## src/rtl/cpu_pkg.sv

```systemverilog
// Shared instruction-format definitions for the decode/issue stage:
// field positions, opcode values and the opcode classification helper.
package cpu_pkg;

  localparam int OP_HI  = 31;
  localparam int OP_LO  = 26;
  localparam int RS_HI  = 25;
  localparam int RS_LO  = 21;
  localparam int RT_HI  = 20;
  localparam int RT_LO  = 16;
  localparam int RD_HI  = 15;
  localparam int RD_LO  = 11;
  localparam int IMM_HI = 15;
  localparam int IMM_LO = 0;

  localparam logic [5:0] OP_RTYPE = 6'h00;
  localparam logic [5:0] OP_ITYPE = 6'h01;
  localparam logic [5:0] OP_STORE = 6'h02;

  typedef enum logic [1:0] {
    CLS_R,
    CLS_I,
    CLS_STORE,
    CLS_ILLEGAL
  } instr_class_e;

  function automatic instr_class_e classify(input logic [5:0] op);
    case (op)
      OP_RTYPE: return CLS_R;
      OP_ITYPE: return CLS_I;
      OP_STORE: return CLS_STORE;
      default:  return CLS_ILLEGAL;
    endcase
  endfunction

endpackage

```

## src/rtl/decode_issue_scoreboard.sv

```systemverilog
// Pending-write scoreboard: one bit per architectural register, r0 never tracked.
// A set and a clear of the same bit in one cycle leaves the bit set.
module scoreboard (
  input  logic        clk,
  input  logic        rst_n,
  input  logic        set_en,
  input  logic [4:0]  set_idx,
  input  logic        clr_en,
  input  logic [4:0]  clr_idx,
  output logic [31:0] pending
);

  logic [31:0] pending_reg;
  logic [31:0] pending_next;

  assign pending_next[0] = 1'b0;

  generate
    for (genvar gi = 1; gi < 32; gi++) begin : g_bit
      assign pending_next[gi] = (set_en && (set_idx == 5'(gi))) ||
                                (pending_reg[gi] && !(clr_en && (clr_idx == 5'(gi))));
    end
  endgenerate

  always_ff @(posedge clk or negedge rst_n) begin
    if (!rst_n) pending_reg <= '0;
    else        pending_reg <= pending_next;
  end

  assign pending = pending_reg;

endmodule

```

## src/rtl/decode_issue.sv

```systemverilog
// Single-issue decode stage: decodes one instruction, interlocks on pending
// register writes and hands a registered op to execute with valid/ready.
module decode_issue
  import cpu_pkg::*;
(
  input  logic        clk,
  input  logic        rst_n,
  input  logic        in_valid,
  output logic        in_ready,
  input  logic [31:0] instr,
  output logic [4:0]  rf_r1,
  output logic [4:0]  rf_r2,
  output logic        ex_valid,
  input  logic        ex_ready,
  output logic [5:0]  ex_op,
  output logic [4:0]  ex_wrn,
  output logic        ex_we,
  output logic [31:0] ex_imm,
  output logic        ex_illegal,
  input  logic        wb_valid,
  input  logic [4:0]  wb_wrn
);

  logic [5:0]   op;
  logic [4:0]   rs;
  logic [4:0]   rt;
  logic [4:0]   rd;
  logic [15:0]  imm16;
  instr_class_e cls;

  assign op    = instr[OP_HI:OP_LO];
  assign rs    = instr[RS_HI:RS_LO];
  assign rt    = instr[RT_HI:RT_LO];
  assign rd    = instr[RD_HI:RD_LO];
  assign imm16 = instr[IMM_HI:IMM_LO];
  assign cls   = classify(op);

  logic        reads_rs;
  logic        reads_rt;
  logic        writes;
  logic [4:0]  dest;
  logic [31:0] imm_ext;
  logic        illegal;

  always_comb begin
    reads_rs = 1'b0;
    reads_rt = 1'b0;
    writes   = 1'b0;
    dest     = '0;
    imm_ext  = '0;
    illegal  = 1'b0;
    case (cls)
      CLS_R: begin
        reads_rs = 1'b1;
        reads_rt = 1'b1;
        writes   = 1'b1;
        dest     = rd;
      end
      CLS_I: begin
        reads_rs = 1'b1;
        writes   = 1'b1;
        dest     = rt;
        imm_ext  = {{16{imm16[15]}}, imm16};
      end
      CLS_STORE: begin
        reads_rs = 1'b1;
        reads_rt = 1'b1;
      end
      default: illegal = 1'b1;
    endcase
  end

  logic        we_dec;
  logic [31:0] pending;
  logic        hazard;
  logic        accept;

  // r0 is a hardwired zero: never a destination, never a hazard source.
  assign we_dec = writes && (dest != 5'd0);

  assign hazard = in_valid && ((reads_rs && (rs != 5'd0) && pending[rs]) ||
                               (reads_rt && (rt != 5'd0) && pending[rt]) ||
                               (we_dec && pending[dest]));

  logic        ex_valid_reg;
  logic [5:0]  ex_op_reg;
  logic [4:0]  ex_wrn_reg;
  logic        ex_we_reg;
  logic [31:0] ex_imm_reg;
  logic        ex_illegal_reg;
  logic [4:0]  ex_rs_reg;
  logic [4:0]  ex_rt_reg;

  assign in_ready = rst_n && !hazard && (!ex_valid_reg || ex_ready);
  assign accept   = in_valid && in_ready;

  always_ff @(posedge clk or negedge rst_n) begin
    if (!rst_n) begin
      ex_valid_reg   <= 1'b0;
      ex_op_reg      <= '0;
      ex_wrn_reg     <= '0;
      ex_we_reg      <= 1'b0;
      ex_imm_reg     <= '0;
      ex_illegal_reg <= 1'b0;
      ex_rs_reg      <= '0;
      ex_rt_reg      <= '0;
    end else if (accept) begin
      ex_valid_reg   <= 1'b1;
      ex_op_reg      <= op;
      ex_wrn_reg     <= dest;
      ex_we_reg      <= we_dec;
      ex_imm_reg     <= imm_ext;
      ex_illegal_reg <= illegal;
      ex_rs_reg      <= rs;
      ex_rt_reg      <= rt;
    end else if (ex_ready) begin
      ex_valid_reg   <= 1'b0;
    end
  end

  // Register-file addresses follow the op that will sit in the ex stage,
  // so read data stays aligned with ex_valid through stalls.
  assign rf_r1 = accept ? rs : ex_rs_reg;
  assign rf_r2 = accept ? rt : ex_rt_reg;

  scoreboard u_sb (
    .clk     (clk),
    .rst_n   (rst_n),
    .set_en  (accept && we_dec),
    .set_idx (dest),
    .clr_en  (wb_valid),
    .clr_idx (wb_wrn),
    .pending (pending)
  );

  assign ex_valid   = ex_valid_reg;
  assign ex_op      = ex_op_reg;
  assign ex_wrn     = ex_wrn_reg;
  assign ex_we      = ex_we_reg;
  assign ex_imm     = ex_imm_reg;
  assign ex_illegal = ex_illegal_reg;

endmodule
```

## config.mk

```make
export PLATFORM = sky130hd
export DESIGN_NAME = decode_issue
export DESIGN_NICKNAME = d
export VERILOG_FILES = /design/src/rtl/cpu_pkg.sv /design/src/rtl/decode_issue_scoreboard.sv /design/src/rtl/decode_issue.sv
export SDC_FILE = /design/constraint.sdc
export NUM_CORES = 1
export LEC_CHECK = 0
export BUFFER_PORTS_ARGS = -buffer_cell sky130_fd_sc_hd__buf_2
export CAP_MARGIN = 30
export CORE_ASPECT_RATIO = 1.2
export CORE_MARGIN = 2
export CORE_UTILIZATION = 43
export DETAILED_ROUTE_END_ITERATION = 10
export GPL_TIMING_DRIVEN = 0
export PLACE_DENSITY = 0.64
export SLEW_MARGIN = 20
export SYNTH_ARGS = -nofsm -noshare
export SYNTH_HDL_FRONTEND = slang
export SYNTH_SLANG_ARGS = --single-unit
```

## constraint.sdc

```tcl
create_clock -name clk -period 4.1 [get_ports clk]
set_input_delay 0.615 -clock clk [delete_from_list [all_inputs] [get_ports clk]]
set_output_delay 0.615 -clock clk [all_outputs]
set_load 0.02 [all_outputs]
```

Word-level counts from Yosys, hierarchy flattened
Cells that the tools add are included.
{ "op_classes": {"order_cmp": 3, "eq_ne": 66, "n_mux": 17, "n_reduce_logical": 180} }
{ "ops": {"columns": ["op", "n"], "rows": [
  ["5-bit == test (second input constant)", 32],
  ["1-bit logical AND", 104],
  ["5-bit by 4-bit == test with 1-bit output (second input constant)", 16],
  ["5-bit by 3-bit == test with 1-bit output (second input constant)", 8],
  ["1-bit logical OR", 34],
  ["1-bit logical NOT", 33],
  ["32-bit two-way mux", 1],
  ["5-bit by 2-bit == test with 1-bit output (second input constant)", 4],
  ["5-bit by 6-bit < comparator with 1-bit output (second input constant)", 3],
  ["1-bit binary-select mux with 5-bit select", 3],
  ["5-bit nonzero test", 3],
  ["5-bit by 1-bit == test with 1-bit output (second input constant)", 2],
  ["5-bit two-way mux", 2],
  ["5-bit case mux with 2 select lines", 1],
  ["1-bit two-way mux", 9],
  ["6-bit by 1-bit == test with 1-bit output (second input constant)", 1],
  ["6-bit by 2-bit == test with 1-bit output (second input constant)", 1],
  ["6-bit logical NOT", 1],
  ["2-bit case mux with 3 select lines", 1],
  ["2-bit OR reduction", 2],
  ["3-bit OR reduction", 1],
  ["2-bit by 1-bit == test with 1-bit output (second input constant)", 1],
  ["2-bit == test (second input constant)", 1],
  ["2-bit logical NOT", 1],
  ["2-bit nonzero test", 1]
]} }
{ "word_totals": {"register_bits": 87, "in_bits": 42, "output_inout_bits": 57} }

Logic depth before layout (Yosys ltp)
{ "depth": {"word_depth": 17, "ltp_mapped": 10, "depth_no_buf": 7} }

By module
A second synthesis with hierarchy kept.
{ "unflattened": {"cells_unflattened": 399, "hier_area_um2": 4219.0} }
{ "modules_own_cells": {"columns": ["module", "n_inst", "cells_per_inst", "area_each_um2", "seq_area_each_um2"], "rows": [
  ["decode_issue", 1, 269, 2885.3, 1001.0],
  ["scoreboard", 1, 130, 1333.8, 775.7]
]} }

Worst setup path before layout
Ideal clock, no wire load.
{ "synth_path": {"path_type": "input to output", "start": "in instr[31]", "end": "out rf_r1[0]", "arrival_ns": 2.913, "required_ns": 3.485, "path_slack_ns": 0.572, "stages": 9, "path_buffers": 2, "path_cell_list": "or4_1 > buf_2 > a211oi_2 > a2bb2oi_1 > a2111o_1 > o22ai_2 > nor3_4 > buf_2 > mux2_1"} }
{ "synth_via": {"elab_chain_cells": 15} }
{ "synth_rtl": {"columns": ["item", "line_no", "source"], "rows": [
  ["start: declaration", "decode_issue.sv:10", "input logic [31:0] instr,"],
  ["6-bit by 2-bit == test with 1-bit output, or another cell as far along", "cpu_pkg.sv:28", "case (op)"],
  ["2-bit case mux with 3 select lines (*)", "cpu_pkg.sv:28", null],
  ["branches (longest 6 deep; another with 5-bit case mux with 2 select lines)", null, null],
  ["1-bit logical OR (*)", "decode_issue.sv:82", "(reads_rt && (rt != 5'd0) && pending[rt]) ||"],
  ["1-bit logical AND (*)", "decode_issue.sv:81", "assign hazard = in_valid && ((reads_rs && (rs != 5'd0) && pending[rs]) ||"],
  ["1-bit logical NOT (*)", "decode_issue.sv:94", "assign in_ready = rst_n && !hazard && (!ex_valid_reg || ex_ready);"],
  ["1-bit logical AND (*) (2 in series)", "decode_issue.sv:94", null],
  ["1-bit logical AND (*)", "decode_issue.sv:95", "assign accept = in_valid && in_ready;"],
  ["5-bit two-way mux (*)", null, null],
  ["end: declaration", "decode_issue.sv:11", "output logic [4:0] rf_r1,"]
]} }
Mark *: on every way between the ends. The select of a mux whose other input is x is not followed.

Worst setup path in the final report
{ "layout_path": {"start": "in instr[21]", "end": "out rf_r1[3]"} }
{ "layout_via": {"elab_chain_cells": 11} }
{ "layout_rtl": {"columns": ["item", "line_no"], "rows": [
  ["1-bit binary-select mux with 5-bit select or 5-bit nonzero test (tied branches)", "decode_issue.sv:81"],
  ["1-bit two-way mux (implied by the code) or 1-bit logical AND (tied branches)", "decode_issue.sv:81"],
  ["1-bit logical AND (*)", "decode_issue.sv:81"],
  ["1-bit logical OR (*)", "decode_issue.sv:81"],
  ["1-bit logical OR (*)", "decode_issue.sv:82"],
  ["1-bit logical AND (*)", "decode_issue.sv:81"],
  ["1-bit logical NOT (*)", "decode_issue.sv:94"],
  ["1-bit logical AND (*) (2 in series)", "decode_issue.sv:94"],
  ["1-bit logical AND (*)", "decode_issue.sv:95"],
  ["5-bit two-way mux (*)", null]
]} }
Mark *: on every way between the ends. The rest lies on a longest branch, timed or not. The select of a mux whose other input is x is not followed.

==> impl_results.md <==
* WL met3 at 800 µm
* Worst path cell trace: buf_2 > mux4_2 > mux2i_1 > mux2i_1 > a32oi_1 > o31ai_1 > nor3_4 > clkbuf_4 > mux2_1 > buf_2
* Final instance area at 5388 µm²
* Final Cycle Share at 97.94%
* Max VDD drop at 0.1983 mV
* Number of buffers and inverters on the critical path at 3
* Switching part of the total at 27.12%
* Placed cell area at 5036 µm²
* Max clock buf depth at 2
* NetSw at 0.4864 mW
* Critical path's slowest cell: mux4_2
* Fin crit period at 4.015 ns
* Area grow syn2layout at 22.29%
* Wire per inst at 18.04 µm
* First-pass GRT wire length at 18570 µm
* Number of antenna diodes at 0
* TritonCTS Buffers at 9
* Synth top area share at 40.33%
* Number of global-route vias before repair at 3631
* Initial core utilization at 44.01%
* Clock skew at 0.005835 ns
* Dominant cells by area after synthesis: dfrtp_1, mux4_2, mux2i_1, mux2_1, a21bo_1
* Top layer reached by signal wires: met4
* Routed wl met2 at 5978 µm
* Tightest Pin Transition at 0.6474 ns
* Leakage at 2.691 nW
* Synth Instances at 428
* GPL Wtd Cong at 0.8898
* Syn nets at 470
* DRT Wirelength at 12000 µm
* Reg power frac at 42.6%
* CP Max Fanout at 10
* WS Path Type: primary input to output port
* CP required at 3.48 ns
* Detailed placement HPWL at 9301 µm
* Largest net degree at the start of global routing at 40
* Initial antenna violation count at 0
* Die Ht at 114.9 µm
* Vias per inst at 5.662
* Relative slew slack at 56.84%
* Total power at 1.794 mW
* DRT antenna net count at 0
* Outcome: complete, no violations
* GRT Total Usage at 22.20%
* Synth cell count leaders: dfrtp_1, nor2_1, nand2_1, mux2i_1, o21ai_0
* Residual DRC count at 0
* Root buffer cell: clkbuf_16
* Die Wd at 96.40 µm
* Layout cells sized above 1 at 31.17%
* Number of placed I/O pins at 99
* PD cells at 332.9 nW/µm²
* Vias post-DR at 3765
* Max incr delay on CP at 0.55 ns
* Max cap viols at 0
* Die area at 11070 µm²
* CTS HTree Levels at 3
* Cell Area, Synth at 4405 µm²
* Final hold violations at 0
* Setup violations, final at 0
* Register bit total from synthesis at 71
* Final nets at 576
* Fmax at 249.0 MHz
* Largest delay share family, worst path: multiplexers
* Largest register FFs at 31
* Port Buffer Count at 90
* Met1 Routed Length at 4944 µm
* 1st-pass router iterations at 5
* Synth warnings at 0
* CTS tree: yes
* Top FF cell, synth: dfrtp_1
* Netlist cell types at 56
* Crit start category: primary input
* CTS sink cnt at 71
* Site Rows at 40
* CTS Hold Buffers Added at 0
* Pint at 1.307 mW
* Crit path capture type: output port
* Syn avg cell area at 10.29 µm²
* Iteration-0 DRC Markers at 218
* Unrepaired setup endpoints after global routing: true
* Comb pwr share at 17.7%
* Global route total overflow at 0
* Core area at 10010 µm²
* Post-synth top area cell: dfrtp_1
* Async S/R FF share, synth at 100.0%
* Worst-path clk slew at 0.05 ns
* Clk pwr share at 39.7%
* Worst Path Arrival at 3.40 ns
* HP Class: primary input to asynchronous set/reset pin
* Pins Over Slew Limit at 0
* Most frequent cell after synthesis: dfrtp_1
* Clock latency on the worst-skew pair at 0.33 ns
* Post-synth EDFFs at 0
* Share of synthesized area occupied by flip-flops and latches at 40.33%
-- layout make-up --
| class | count | area (µm²) |
|---|---|---|
| fillers | 930 | 4622 |
| multi-input cells | 291 | 2331 |
| flip-flops and latches | 71 | 1777 |
| repair buffers | 95 | 503.0 |
| clock buffers | 13 | 260.3 |
| plain buffers | 43 | 255.2 |
| well taps | 126 | 157.7 |
| inverters | 23 | 86.33 |
| clock inverters | 3 | 17.52 |
-- logic make-up (layout without fill, tap and decap cells) --
logic type             after synthesis  in the layout  share of synthesized area, %
AND/OR/NAND/NOR                    126            126                         13.80
AO/OA/AOI/OAI                       90             90                         15.90
multiplexers                        75             75                         22.41
flip-flops                          71             71                         40.33
buffers and inverters               66            177                         7.554
-- worst reg2reg max path, cell delays in order, from the launching register on --
cell and delay (ns):
dfrtp_1 0.43, mux4_2 0.49, mux2i_1 0.25, mux2i_1 0.12, a32oi_1 0.27, o31ai_1 0.19, nor3_4 0.32, buf_4 0.20
buf_2 0.24, mux2_1 0.35
-- power by group through the flow --
stage	logic, mW	clock network (mW)	registers (mW)
2_1_floorplan	0.175	0	0.791
3_3_place_gp	0.305	0	0.773
3_5_place_dp	0.311	0	0.775
4_1_cts	0.318	0.731	0.763
5_1_grt	0.344	0.761	0.767
6_report	0.318	0.713	0.763
-- through the flow --
stage	TNS (ns)	worst slack, ns	util, %	cells	hold WS [ns]
finish	0	0.08460	53.83	665	0.2298
global route	-0.001597	-0.001597	53.83	665	0.2692
CTS	0	0.02424	53.49	663	0.2381
detailed placement	-1.962	-0.2230	50.31	645	0.4662
global placement	-1.273	-0.1607	50.09	644	0.4601
floorplan	0	0.5719	-	428	0.3194
-- cells in the final DEF, fill, tap and decap left out, types with 2 or more instances in the layout --
cell type / netlist / layout
and3_1: 2 / 2
dfrtp_1: 71 / 71
nand2_1: 40 / 40
a22o_1: 8 / 8
nor2b_1: 4 / 4
o31ai_1: 2 / 2
a21oi_1: 5 / 5
clkbuf_8: 0 / 2
o21a_1: 4 / 4
nor3_1: 3 / 2
or3_1: 9 / 9
mux4_2: 16 / 16
nor3b_1: 2 / 2
buf_4: 17 / 23
a41o_1: 4 / 4
mux2i_1: 32 / 31
clkbuf_4: 0 / 2
buf_1: 3 / 3
nand3b_1: 2 / 2
o22ai_1: 3 / 3
clkbuf_1: 11 / 12
nor2_1: 41 / 41
clkinv_2: 0 / 2
a32oi_1: 2 / 2
mux2_1: 23 / 23
o21ai_0: 24 / 24
mux2i_4: 0 / 2
nand3_1: 10 / 10
a221oi_1: 2 / 2
inv_1: 23 / 23
a21bo_1: 20 / 20
buf_2: 11 / 97
clkbuf_16: 0 / 9
nand2b_1: 4 / 4
mux2_2: 3 / 3
-- layer usage --
layer	GRT usage (%)	vias to the layer above
met2	37.96	161
met5	0	-
met1	27.44	1849
met3	3.997	22
li1	-	1733
met4	9.202	0
-- timing repair --
action                                  in CTS  in global routing
cloned                                       0                  0
setup buffers                                2                  2
pin swaps                                    2                  1
resized for setup                            6                  4
endpoints found under the setup margin      10                 10
-- worst paths after layout --
check                           cells past startpoint          endpoint             start  slack, ns
worst min-delay path                                1         ex_imm[2]             rst_n       0.23
worst min register to register                      1      ex_rs_reg[3]      ex_rs_reg[3]       0.48
min in group clk                                    1      ex_rs_reg[3]      ex_rs_reg[3]       0.48
max in group asynchronous                           2  u_sb.pending[25]             rst_n       3.31
worst max register to register                      9             ex_we  u_sb.pending[31]       1.11
worst max-delay path                               10          rf_r1[3]         instr[21]       0.08
No activity file was read; power rests on OpenSTA's default activity.
